**src/rtl/dllp_acknak_rx.sv**
```systemverilog
// ---------------------------------------------------------------------------
// dllp_acknak_rx
//
// Receive-side Ack/Nak DLLP processor sitting in front of the replay buffer.
// Three 16-bit words make one DLLP:
//   word0 = {type[7:0], byte1}
//   word1 = {rsvd[3:0], seq[11:0]}
//   word2 = CRC-16 (inverted remainder, poly 0x100B, init 0xFFFF)
// Good Ack/Nak DLLPs whose sequence number lies inside the outstanding window
// are forwarded as a one-cycle write strobe. The block also owns AckD_SEQ and
// REPLAY_NUM, and pulses retrain when REPLAY_NUM rolls over from 3 to 0.
//
// Ports:
//   clk          single clock, rising edge
//   reset        asynchronous, active-high
//   dllp_valid   dllp_data carries a DLLP word this cycle
//   dllp_sop     with dllp_valid, marks word0 of a DLLP
//   dllp_data    DLLP word
//   next_tx_seq  sequence number of the next TLP to be transmitted
//   tim_out      replay timer expiry pulse
//   we           one-cycle strobe to the replay buffer
//   ack_nak      01 ACK, 10 NAK, 00 when we is low
//   seq          AckNak_Seq_Num of the last forwarded DLLP
//   acked_seq    AckD_SEQ, last acknowledged sequence number
//   crc_err      one-cycle pulse, DLLP dropped for bad CRC
//   seq_err      one-cycle pulse, Ack/Nak dropped for out-of-window sequence
//   replay_num   current REPLAY_NUM
//   retrain      one-cycle pulse on REPLAY_NUM rollover
// ---------------------------------------------------------------------------
module dllp_acknak_rx (
    input  logic        clk,
    input  logic        reset,
    input  logic        dllp_valid,
    input  logic        dllp_sop,
    input  logic [15:0] dllp_data,
    input  logic [11:0] next_tx_seq,
    input  logic        tim_out,
    output logic        we,
    output logic [1:0]  ack_nak,
    output logic [11:0] seq,
    output logic [11:0] acked_seq,
    output logic        crc_err,
    output logic        seq_err,
    output logic [1:0]  replay_num,
    output logic        retrain
);

    typedef enum logic [1:0] {
        IDLE = 2'd0,
        W1   = 2'd1,
        W2   = 2'd2
    } state_t;

    localparam logic [7:0]  TYPE_ACK = 8'h00;
    localparam logic [7:0]  TYPE_NAK = 8'h10;
    localparam logic [15:0] CRC_POLY = 16'h100B;

    state_t      state;
    state_t      state_nxt;
    logic        capture_w0;
    logic        capture_w1;
    logic        frame_done;
    logic [15:0] word0;
    logic [15:0] word1;

    // Evaluation stage: the CRC compare and type decode are registered at
    // the word2 edge so the window check and state update get a full cycle.
    logic        ev_valid;
    logic        ev_crc_ok;
    logic        ev_is_ack;
    logic        ev_is_nak;
    logic [11:0] ev_seq;
    logic [11:0] ev_next_tx;

    logic [11:0] seq_dist;
    logic [11:0] seq_window;
    logic        in_window;
    logic        is_cmd;
    logic        ack_good;
    logic        nak_good;
    logic        bad_crc;
    logic        bad_seq;
    logic        replay_inc;

    // CRC-16 over word0 then word1, high byte first, each byte MSB first.
    // Walking the concatenation from bit 31 down gives exactly that order.
    // The returned value is the inverted remainder, i.e. the expected word2.
    function automatic logic [15:0] dllp_crc(input logic [31:0] data);
        logic [15:0] rem;
        rem = 16'hFFFF;
        for (int i = 31; i >= 0; i--) begin
            if (rem[15] ^ data[i]) begin
                rem = {rem[14:0], 1'b0} ^ CRC_POLY;
            end else begin
                rem = {rem[14:0], 1'b0};
            end
        end
        return ~rem;
    endfunction

    // Frame assembly state register.
    always_ff @(posedge clk or posedge reset) begin
        if (reset) begin
            state <= IDLE;
        end else begin
            state <= state_nxt;
        end
    end

    // Next-state decode. A sop always restarts a frame, whatever state we
    // are in, so a truncated DLLP is simply abandoned. Invalid cycles hold.
    always_comb begin
        state_nxt  = state;
        capture_w0 = 1'b0;
        capture_w1 = 1'b0;
        frame_done = 1'b0;
        if (dllp_valid) begin
            if (dllp_sop) begin
                capture_w0 = 1'b1;
                state_nxt  = W1;
            end else begin
                case (state)
                    IDLE: state_nxt = IDLE;
                    W1: begin
                        capture_w1 = 1'b1;
                        state_nxt  = W2;
                    end
                    W2: begin
                        frame_done = 1'b1;
                        state_nxt  = IDLE;
                    end
                    default: state_nxt = IDLE;
                endcase
            end
        end
    end

    // Word capture registers for the frame in flight.
    always_ff @(posedge clk or posedge reset) begin
        if (reset) begin
            word0 <= 16'h0000;
            word1 <= 16'h0000;
        end else begin
            if (capture_w0) begin
                word0 <= dllp_data;
            end
            if (capture_w1) begin
                word1 <= dllp_data;
            end
        end
    end

    // Evaluation stage register, loaded when word2 arrives. next_tx_seq is
    // only looked at here, on the word2 cycle.
    always_ff @(posedge clk or posedge reset) begin
        if (reset) begin
            ev_valid   <= 1'b0;
            ev_crc_ok  <= 1'b0;
            ev_is_ack  <= 1'b0;
            ev_is_nak  <= 1'b0;
            ev_seq     <= 12'h000;
            ev_next_tx <= 12'h000;
        end else begin
            ev_valid <= frame_done;
            if (frame_done) begin
                ev_crc_ok  <= (dllp_crc({word0, word1}) == dllp_data);
                ev_is_ack  <= (word0[15:8] == TYPE_ACK);
                ev_is_nak  <= (word0[15:8] == TYPE_NAK);
                ev_seq     <= word1[11:0];
                ev_next_tx <= next_tx_seq;
            end
        end
    end

    // Sequence window check, all modulo 4096: the received number must lie
    // between AckD_SEQ and next_tx_seq-1 inclusive. Measuring both distances
    // from AckD_SEQ makes the wrap at 4095->0 fall out of the subtraction.
    always_comb begin
        seq_dist   = ev_seq - acked_seq;
        seq_window = ev_next_tx - 12'd1 - acked_seq;
        in_window  = (seq_dist <= seq_window);
        is_cmd     = ev_valid & ev_crc_ok & (ev_is_ack | ev_is_nak);
        bad_crc    = ev_valid & ~ev_crc_ok;
        bad_seq    = is_cmd & ~in_window;
        ack_good   = is_cmd & in_window & ev_is_ack & (ev_seq != acked_seq);
        nak_good   = is_cmd & in_window & ev_is_nak;
        replay_inc = nak_good | tim_out;
    end

    // Result and link-state registers. A forward-progress ACK clears
    // REPLAY_NUM and overrides a coincident timer expiry; a NAK and a timer
    // expiry in the same cycle collapse into one increment.
    always_ff @(posedge clk or posedge reset) begin
        if (reset) begin
            we         <= 1'b0;
            ack_nak    <= 2'b00;
            seq        <= 12'h000;
            acked_seq  <= 12'hFFF;
            crc_err    <= 1'b0;
            seq_err    <= 1'b0;
            replay_num <= 2'd0;
            retrain    <= 1'b0;
        end else begin
            we      <= ack_good | nak_good;
            crc_err <= bad_crc;
            seq_err <= bad_seq;
            retrain <= 1'b0;
            if (ack_good) begin
                ack_nak <= 2'b01;
            end else if (nak_good) begin
                ack_nak <= 2'b10;
            end else begin
                ack_nak <= 2'b00;
            end
            if (ack_good | nak_good) begin
                seq       <= ev_seq;
                acked_seq <= ev_seq;
            end
            if (ack_good) begin
                replay_num <= 2'd0;
            end else if (replay_inc) begin
                replay_num <= replay_num + 2'd1;
                retrain    <= (replay_num == 2'd3);
            end
        end
    end

endmodule

```
**config.mk**
```make
export PLATFORM = sky130hd
export DESIGN_NAME = dllp_acknak_rx
export DESIGN_NICKNAME = d
export VERILOG_FILES = /design/src/rtl/dllp_acknak_rx.sv
export SDC_FILE = /design/constraint.sdc
export NUM_CORES = 1
export LEC_CHECK = 0
export ABC_AREA = 1
export BUFFER_PORTS_ARGS = -buffer_cell sky130_fd_sc_hd__buf_4
export CORE_MARGIN = 1.5
export CORE_UTILIZATION = 45
export DETAILED_ROUTE_END_ITERATION = 10
export PLACE_DENSITY = 0.72
export SLEW_MARGIN = 0
export SYNTH_ARGS = -nofsm -noshare
export SYNTH_HDL_FRONTEND = slang
export SYNTH_SLANG_ARGS = --single-unit
```
**constraint.sdc**
```tcl
create_clock -name clk -period 5.5 [get_ports clk]
set_input_delay 0.275 -clock clk [delete_from_list [all_inputs] [get_ports clk]]
set_output_delay 0.275 -clock clk [all_outputs]
set_load 0.01 [all_outputs]
```
==> summary.txt, run 1 <==
STA
  • Worst setup margin: 0.6128 ns
  • Worst slew pin tran: 1.183 ns
  • Final Max Slew Viols: 0
  • Fin crit period: 4.887 ns
  • WHS: 0.1154 ns
  • Setup TNS: 0 ns
  • Final hold vios: 0
  • Final cycle utilization of the critical path: 88.86%
  • Max frequency: 204.6 MHz
  • Worst Skew: 0.009643 ns
  • Relative slew margins: about a fifth
  • Unrepaired setup endpoints after global routing: false
  • Setup-failing EPs final: 0

Min path
  • Hold Path Class: input pin to flip-flop

Global route
  • Vias in the first global route: between 6000 and 7000
  • Largest net degree at the start of global routing: between 50 and 60
  • All-Layer GR Usage: a little under a quarter
  • Total gr overflow: 0
  • First-pass GRT wire length: 29790 um
  • Initial antenna violation count: 0

CTS
  • Clock latency on the worst-skew pair: 0.36 ns
  • CTS Sinks: 94
  • Clk slew on worst S/H paths: ~0.07 ns
  • Clk root buf: clkbuf_16
  • Clock buffer depth: 2
  • CTS tree: yes
  • Cts bufs inserted: 9
  • H-tree Lvls: 3
  • Postcts setup bufs: 0

Detailed routing
  • Detailed-route via count: 6437
  • Detailed Route Iter0 Violations: 443
  • Avg Vias per Cell: 5.129
  • Post-route ant nets: 0
  • Wire per inst: 14.02 um
  • Final WL: 17590 um
  • 1st-pass router iterations: 6
  • DRC viols: 0

Cells and area
  • Layout Utilization: 53.35%
  • Share of layout cells above drive strength 1: 14.47%
  • Nets@finish: 1139
  • Area Overhead vs Synth: 14.09%
  • Final std cells w/o fill: 1255
  • Post-Layout Inst Area: approximately 0.0078 mm2
  • Commonest non-fill, non-tap cell in the layout: nand2_1
  • Antenna cell count: 0
  • Most frequent cells in the layout: nand2_1, inv_1, nand3_1

Synth
  • Synthesized flop and latch total: 94
  • YS warnings: 0
  • Mapped Area: 0.006874 mm2
  • Cells after Synth: 1003
  • Syn nets: around 1100
  • Register area share after synthesis: 34.44%
  • Distinct cells, synth: 33
  • Synthesized area per cell: slightly below 7 um2

Worst setup path
  • Critical Path Source Type: flip-flop
  • Required time of the critical path: 5.76 ns
  • Crit path DAT: 5.15 ns
  • Crit. End Element: flip-flop
  • Critical path class: flip-flop to flip-flop
  • CP max FO: 24

Placement
  • Dpl hpwl: ~14000 um
  • Post-Place Cells: 1238
  • RD Place Congestion: 0.9448
  • Pre-CTS WS: 0.6147 ns
  • Post-place instance area: between 0.007 and 0.008 mm2
  • PortBufs: 64

Pwr
  • Max IR drop VDD: 356.0 uV
  • Pwr dens: 523.7 mW/mm2
  • Total power: just over 4 mW
  • Leakage dissipation: 4.409 nW

Floorplan
  • FP Rows: 44
  • DIE AREA: 0.01603 mm2
  • Die X: 126.6 um
  • Core footprint: 0.01470 mm2
  • Top Ports: 65
  • Die Ht: 126.6 um
  • Starting density of the core: 46.77%

Status
  • Status: finished, final reports clean

Run
  • Maximum Capacitance Violations: 0
## final timing paths
path                                 end            from  slack [ns]  cells past startpoint
min reg2reg                ev_next_tx[2]   ev_next_tx[2]        0.49                      2
max in group asynchronous       word0[5]           reset        3.93                      4
min in group asynchronous        seq_err           reset        0.49                      3
max reg2reg                 acked_seq[1]    acked_seq[2]        0.61                     26
max                         acked_seq[1]    acked_seq[2]        0.61                     26
min                        ev_next_tx[4]  next_tx_seq[4]        0.12                      3
## registers in the layout, summed over array words and instances (netlist names)
signal and flops:
ev_is_ack 1, seq_err 1, ev_valid 1, seq 12, word1 16, ev_seq 12, ack_nak 2, we 1
ev_crc_ok 1, retrain 1, replay_num 2, ev_next_tx 12, state 2, crc_err 1, acked_seq 12, ev_is_nak 1
word0 16
## Yosys cell counts
cell,count,area [um2]
inv_1,126,473.0
nor3_1,2,10.01
a32o_1,1,10.01
nand3_2,4,40.04
nand2_2,32,200.2
nand3_4,1,17.52
nor2_1,28,105.1
nor2_2,1,6.260
dfstp_2,12,315.3
dfrtp_1,82,2052
xor2_1,27,236.5
or2_2,2,12.51
o21bai_1,1,7.510
a31oi_1,1,6.260
o221ai_1,1,8.760
o22ai_1,1,6.260
nand3_1,98,490.5
nand4_1,8,50.05
fa_1,2,40.04
o21ai_0,71,355.3
a21oi_1,27,135.1
nand2_1,377,1415
nand2_4,7,78.83
and2_1,1,6.260
inv_4,1,6.260
xnor2_1,18,157.7
buf_4,1,7.510
nor2_4,1,11.26
nand3b_1,3,22.52
ha_1,38,475.5
nor4_1,4,25.02
inv_2,9,33.78
clkbuf_1,15,56.30
## report_power, final
part           total (mW)  switching, mW  internal, mW
clock               0.603          0.291         0.312
combinational        2.58           1.63         0.956
sequential          0.923          0.117         0.805
total                4.11           2.03          2.07
## layer usage
| metal | wire length, um | global-route usage, % | vias to the layer above |
|---|---|---|---|
| li1 | - | - | 3309 |
| met1 | 8104 | 30.31 | 2921 |
| met2 | 8142 | 39.54 | 170 |
| met3 | 797 | 4.091 | 37 |
| met4 | 548 | 9.263 | 0 |
| met5 | 0 | 0 | - |
## cell type report
type,instances,area [um2]
Clock inverter,7,55.05
Fill cell,1445,6857
Timing Repair Buffer,68,513.0
Inverter,136,515.5
Tap cell,184,230.2
Clock buffer,9,225.2
Multi-Input combinational cell,757,3936
Sequential cell,94,2367
## kinds of logic (layout without fill, tap and decap cells)
logic type,Yosys count,count (layout),share of synthesized area (%)
and+or+nand+nor,569,569,36.24
adders and majority gates,40,40,7.499
AOI/OAI and AO/OA,103,103,7.699
xor gates and xnor gates,45,45,5.734
DFF,94,94,34.44
buffers and inverters,152,220,8.391
## critical path, cell delays in order (launching register included)
cell,delay [ns]
dfstp_2,0.53
inv_1,0.07
ha_1,0.36
a21oi_1,0.16
nand2_1,0.10
a21oi_1,0.12
o21ai_0,0.14
nand2_1,0.09
nand2_1,0.05
a21oi_1,0.18
inv_1,0.08
a21oi_1,0.13
o21bai_1,0.10
nand2_1,0.07
nand2_1,0.04
a21oi_1,0.14
xor2_1,0.09
ha_1,0.29
nand4_1,0.10
nor3_1,0.20
a21oi_1,0.10
a32o_1,0.26
nand2_1,0.06
nor2_1,0.05
inv_1,0.34
nand2_1,0.54
o21ai_0,0.36
## what timing repair did
item	in CTS	in global routing
resized for setup	0	0
endpoints found under the hold margin	26	0
hold buffers	1	0
(Power assumes the default switching activity.)
==> inputs of run 2 (changes only) <==
--- a/config.mk
+++ b/config.mk
@@ -11,6 +11,7 @@
 export CORE_UTILIZATION = 45
 export DETAILED_ROUTE_END_ITERATION = 10
 export PLACE_DENSITY = 0.72
+export RECOVER_POWER = 50
 export SLEW_MARGIN = 0
 export SYNTH_ARGS = -nofsm -noshare
 export SYNTH_HDL_FRONTEND = slang
==> summary.txt, run 2 (synthesis results as in run 1) <==
Placement
  • PortBufs: 64 (unchanged)
  • RD Place Congestion: 0.9448 (unchanged)
  • Post-Place Cells: 1238 (unchanged)
  • Dpl hpwl: 13920 um (unchanged)
  • Post-place instance area: 0.007552 mm2 (unchanged)
  • Pre-CTS WS: 0.6147 ns (unchanged)

Detailed routing
  • Met2 WL post-DR: 8133 um (-0.11%)
  • Met3 wire length: 874 um (+9.7%)
  • Avg Vias per Cell: 5.139 (+0.20%)
  • Wire per inst: 14.04 um (+0.18%)
  • Final WL: 17620 um (+0.18%)
  • Detailed-route via count: 6450 (+0.20%)
  • Detailed Route Iter0 Violations: 424 (-4.3%)
  • 1st-pass router iterations: 6 (unchanged)
  • Post-route ant nets: 0 (unchanged)
  • Wl on met1: 8084 um (-0.25%)
  • Uppermost layer routed: met4
  • DRC viols: 0 (unchanged)

Worst setup path
  • Critical Path Source Type: flip-flop
  • Reg2reg start: acked_seq[2]
  • Critical path class: flip-flop to flip-flop
  • CP max stage cell: nand2_1
  • Worst path max stage delay: 0.54 ns (about the same)
  • Cell mode on critical path: nand2_1
  • Crit path DAT: 5.14 ns (about the same)
  • Required time of the critical path: 5.76 ns (about the same)
  • Worst Setup SP: acked_seq[2]
  • R2R Setup Slk: 0.62 ns (about the same)
  • Crit. End Element: flip-flop
  • R2r worst-path depth: 26 (unchanged)
  • CP max FO: 24 (unchanged)

Min path
  • Hold depth: 3 (unchanged)
  • Min-Delay Startpoint: next_tx_seq[11]
  • Hold Path Class: input pin to flip-flop

Cells and area
  • Post-Layout Inst Area: 0.007737 mm2 (-1.3%)
  • Register area: 0.002367 mm2 (unchanged)
  • Nets@finish: 1139 (unchanged)
  • Final std cells w/o fill: 1255 (unchanged)
  • Most frequent cells in the layout: nand2_1, inv_1, nand3_1
  • Biggest regs: word0 x16, word1 x16
  • Area Overhead vs Synth: 12.56%
  • Antenna cell count: 0 (unchanged)
  • Fillers: 1471 (+1.8%)
  • Share of layout cells above drive strength 1: 11.02% (-3.5 points)
  • Layout Utilization: 52.64% (-0.72 points)
  • Multi-input gate area: 0.003930 mm2 (-0.16%)
  • Commonest non-fill, non-tap cell in the layout: nand2_1

CTS
  • Cts bufs inserted: 9 (unchanged)
  • Clock buffer depth: 2 (unchanged)
  • CTS tree: yes
  • Clk slew on worst S/H paths: 0.07 ns (about the same)
  • H-tree Lvls: 3 (unchanged)
  • Clock latency on the worst-skew pair: 0.36 ns (about the same)
  • Clk root buf: clkbuf_16
  • CTS Sinks: 94 (unchanged)

Pwr
  • Leakage dissipation: 4.298 nW (-2.5%)
  • Switch Pwr: 2.031 mW (-0.14%)
  • Max IR drop VDD: 358.0 uV (+0.55%)
  • Clock power frac: 14.7% (about the same)
  • P_int: 2.067 mW (-0.28%)
  • Total power: 4.099 mW (-0.21%)
  • Sw Share: 49.56% (about the same)
  • Gate power share: 62.8% (about the same)
  • Sequential Power Share: 22.5% (about the same)
  • Pwr dens: 529.7 mW/mm2 (+1.1%)

STA
  • Final Max Slew Viols: 97 (+97)
  • Setup TNS: 0 ns (unchanged)
  • Max frequency: 204.8 MHz (about the same)
  • Worst Skew: 0.009973 ns (+0.0003291 ns)
  • Unrepaired setup endpoints after global routing: false
  • Setup-failing EPs final: 0 (unchanged)
  • WHS: 0.1164 ns (+0.0009810 ns)
  • Relative slew margins: -96.19% (-120 points)
  • Final hold vios: 0 (unchanged)
  • Final cycle utilization of the critical path: 88.79% (about the same)
  • Worst slew pin tran: 2.943 ns (+1.760 ns)
  • Fin crit period: 4.883 ns (-0.003899 ns)
  • Worst setup margin: 0.6167 ns (+0.003899 ns)

Floorplan
  • Top Ports: 65 (unchanged)
  • DIE AREA: 0.01603 mm2 (unchanged)
  • FP Rows: 44 (unchanged)
  • Starting density of the core: 46.77% (unchanged)
  • Die Ht: 126.6 um (unchanged)
  • Core footprint: 0.01470 mm2 (unchanged)
  • Die X: 126.6 um (unchanged)

Global route
  • All-Layer GR Usage: 23.54% (unchanged)
  • Total gr overflow: 0 (unchanged)
  • Initial antenna violation count: 0 (unchanged)
  • Vias in the first global route: 6166 (unchanged)
  • First-pass GRT wire length: 29790 um (unchanged)
  • Largest net degree at the start of global routing: 57 (unchanged)

Run
  • Maximum Capacitance Violations: 2 (+2)

Status
  • Failing checks: capacitance limit, slew limit
  • Status: complete, but fails checks
run 2: changes by cell type in the layout (fill, tap and decap cells not counted):
cell	before	now
buf_4	67	40
clkbuf_1	0	26
clkbuf_4	0	1
clkinvlp_2	0	1
dfstp_1	0	9
dfstp_2	12	3
inv_1	125	126
inv_2	9	8
inv_4	2	1
nor4_1	3	4
nor4_2	1	0
run 2: per-layer routing:
| metal | GRT usage [%] | vias to the layer above |
|---|---|---|
| li1 | - | 3308 |
| met1 | 30.31 | 2926 |
| met2 | 39.54 | 180 |
| met3 | 4.091 | 36 |
| met4 | 9.263 | 0 |
| met5 | 0 | - |
run 2: layout make-up:
| type | instances | share of cell area (%) |
|---|---|---|
| multi-input cells | 757 | 50.79 |
| flip-flops and latches | 94 | 30.60 |
| well taps | 184 | 2.975 |
| repair buffers | 68 | 5.369 |
| clock inverters | 7 | 0.7115 |
| clock buffers | 9 | 2.911 |
| inverters | 136 | 6.646 |
run 2: power groups by stage:
stage / logic [mW] / clock network [mW] / registers, mW
floorplan: 2.07 / 0 / 0.890
global placement: 2.50 / 0 / 0.931
detailed placement: 2.55 / 0 / 0.931
CTS: 2.57 / 0.624 / 0.920
global route: 2.96 / 0.645 / 0.936
finish: 2.57 / 0.602 / 0.923
run 2: final timing paths:
path	endpoint
max reg2reg	acked_seq[1]
min	ev_next_tx[11]
max in group asynchronous	word0[5]
min reg2reg	ev_next_tx[2]
min in group asynchronous	seq_err
max	acked_seq[1]
run 2: critical path, delay by kind of cell, from the launching register on:
kind | cells | cell delay [ns]
compound gates | 10 | 1.70
simple gates | 10 | 1.32
fa+ha+maj | 2 | 0.65
flops | 1 | 0.53
buf+inv | 3 | 0.49
xor+xnor | 1 | 0.09
run 2: repair_timing:
action / 4_1_cts / 5_1_grt
setup buffers: 0 / 0
endpoints found under the setup margin: 0 / 0
gates resized for setup: 0 / 0
hold buffers: 1 / 0
endpoints found under the hold margin: 26 / 0
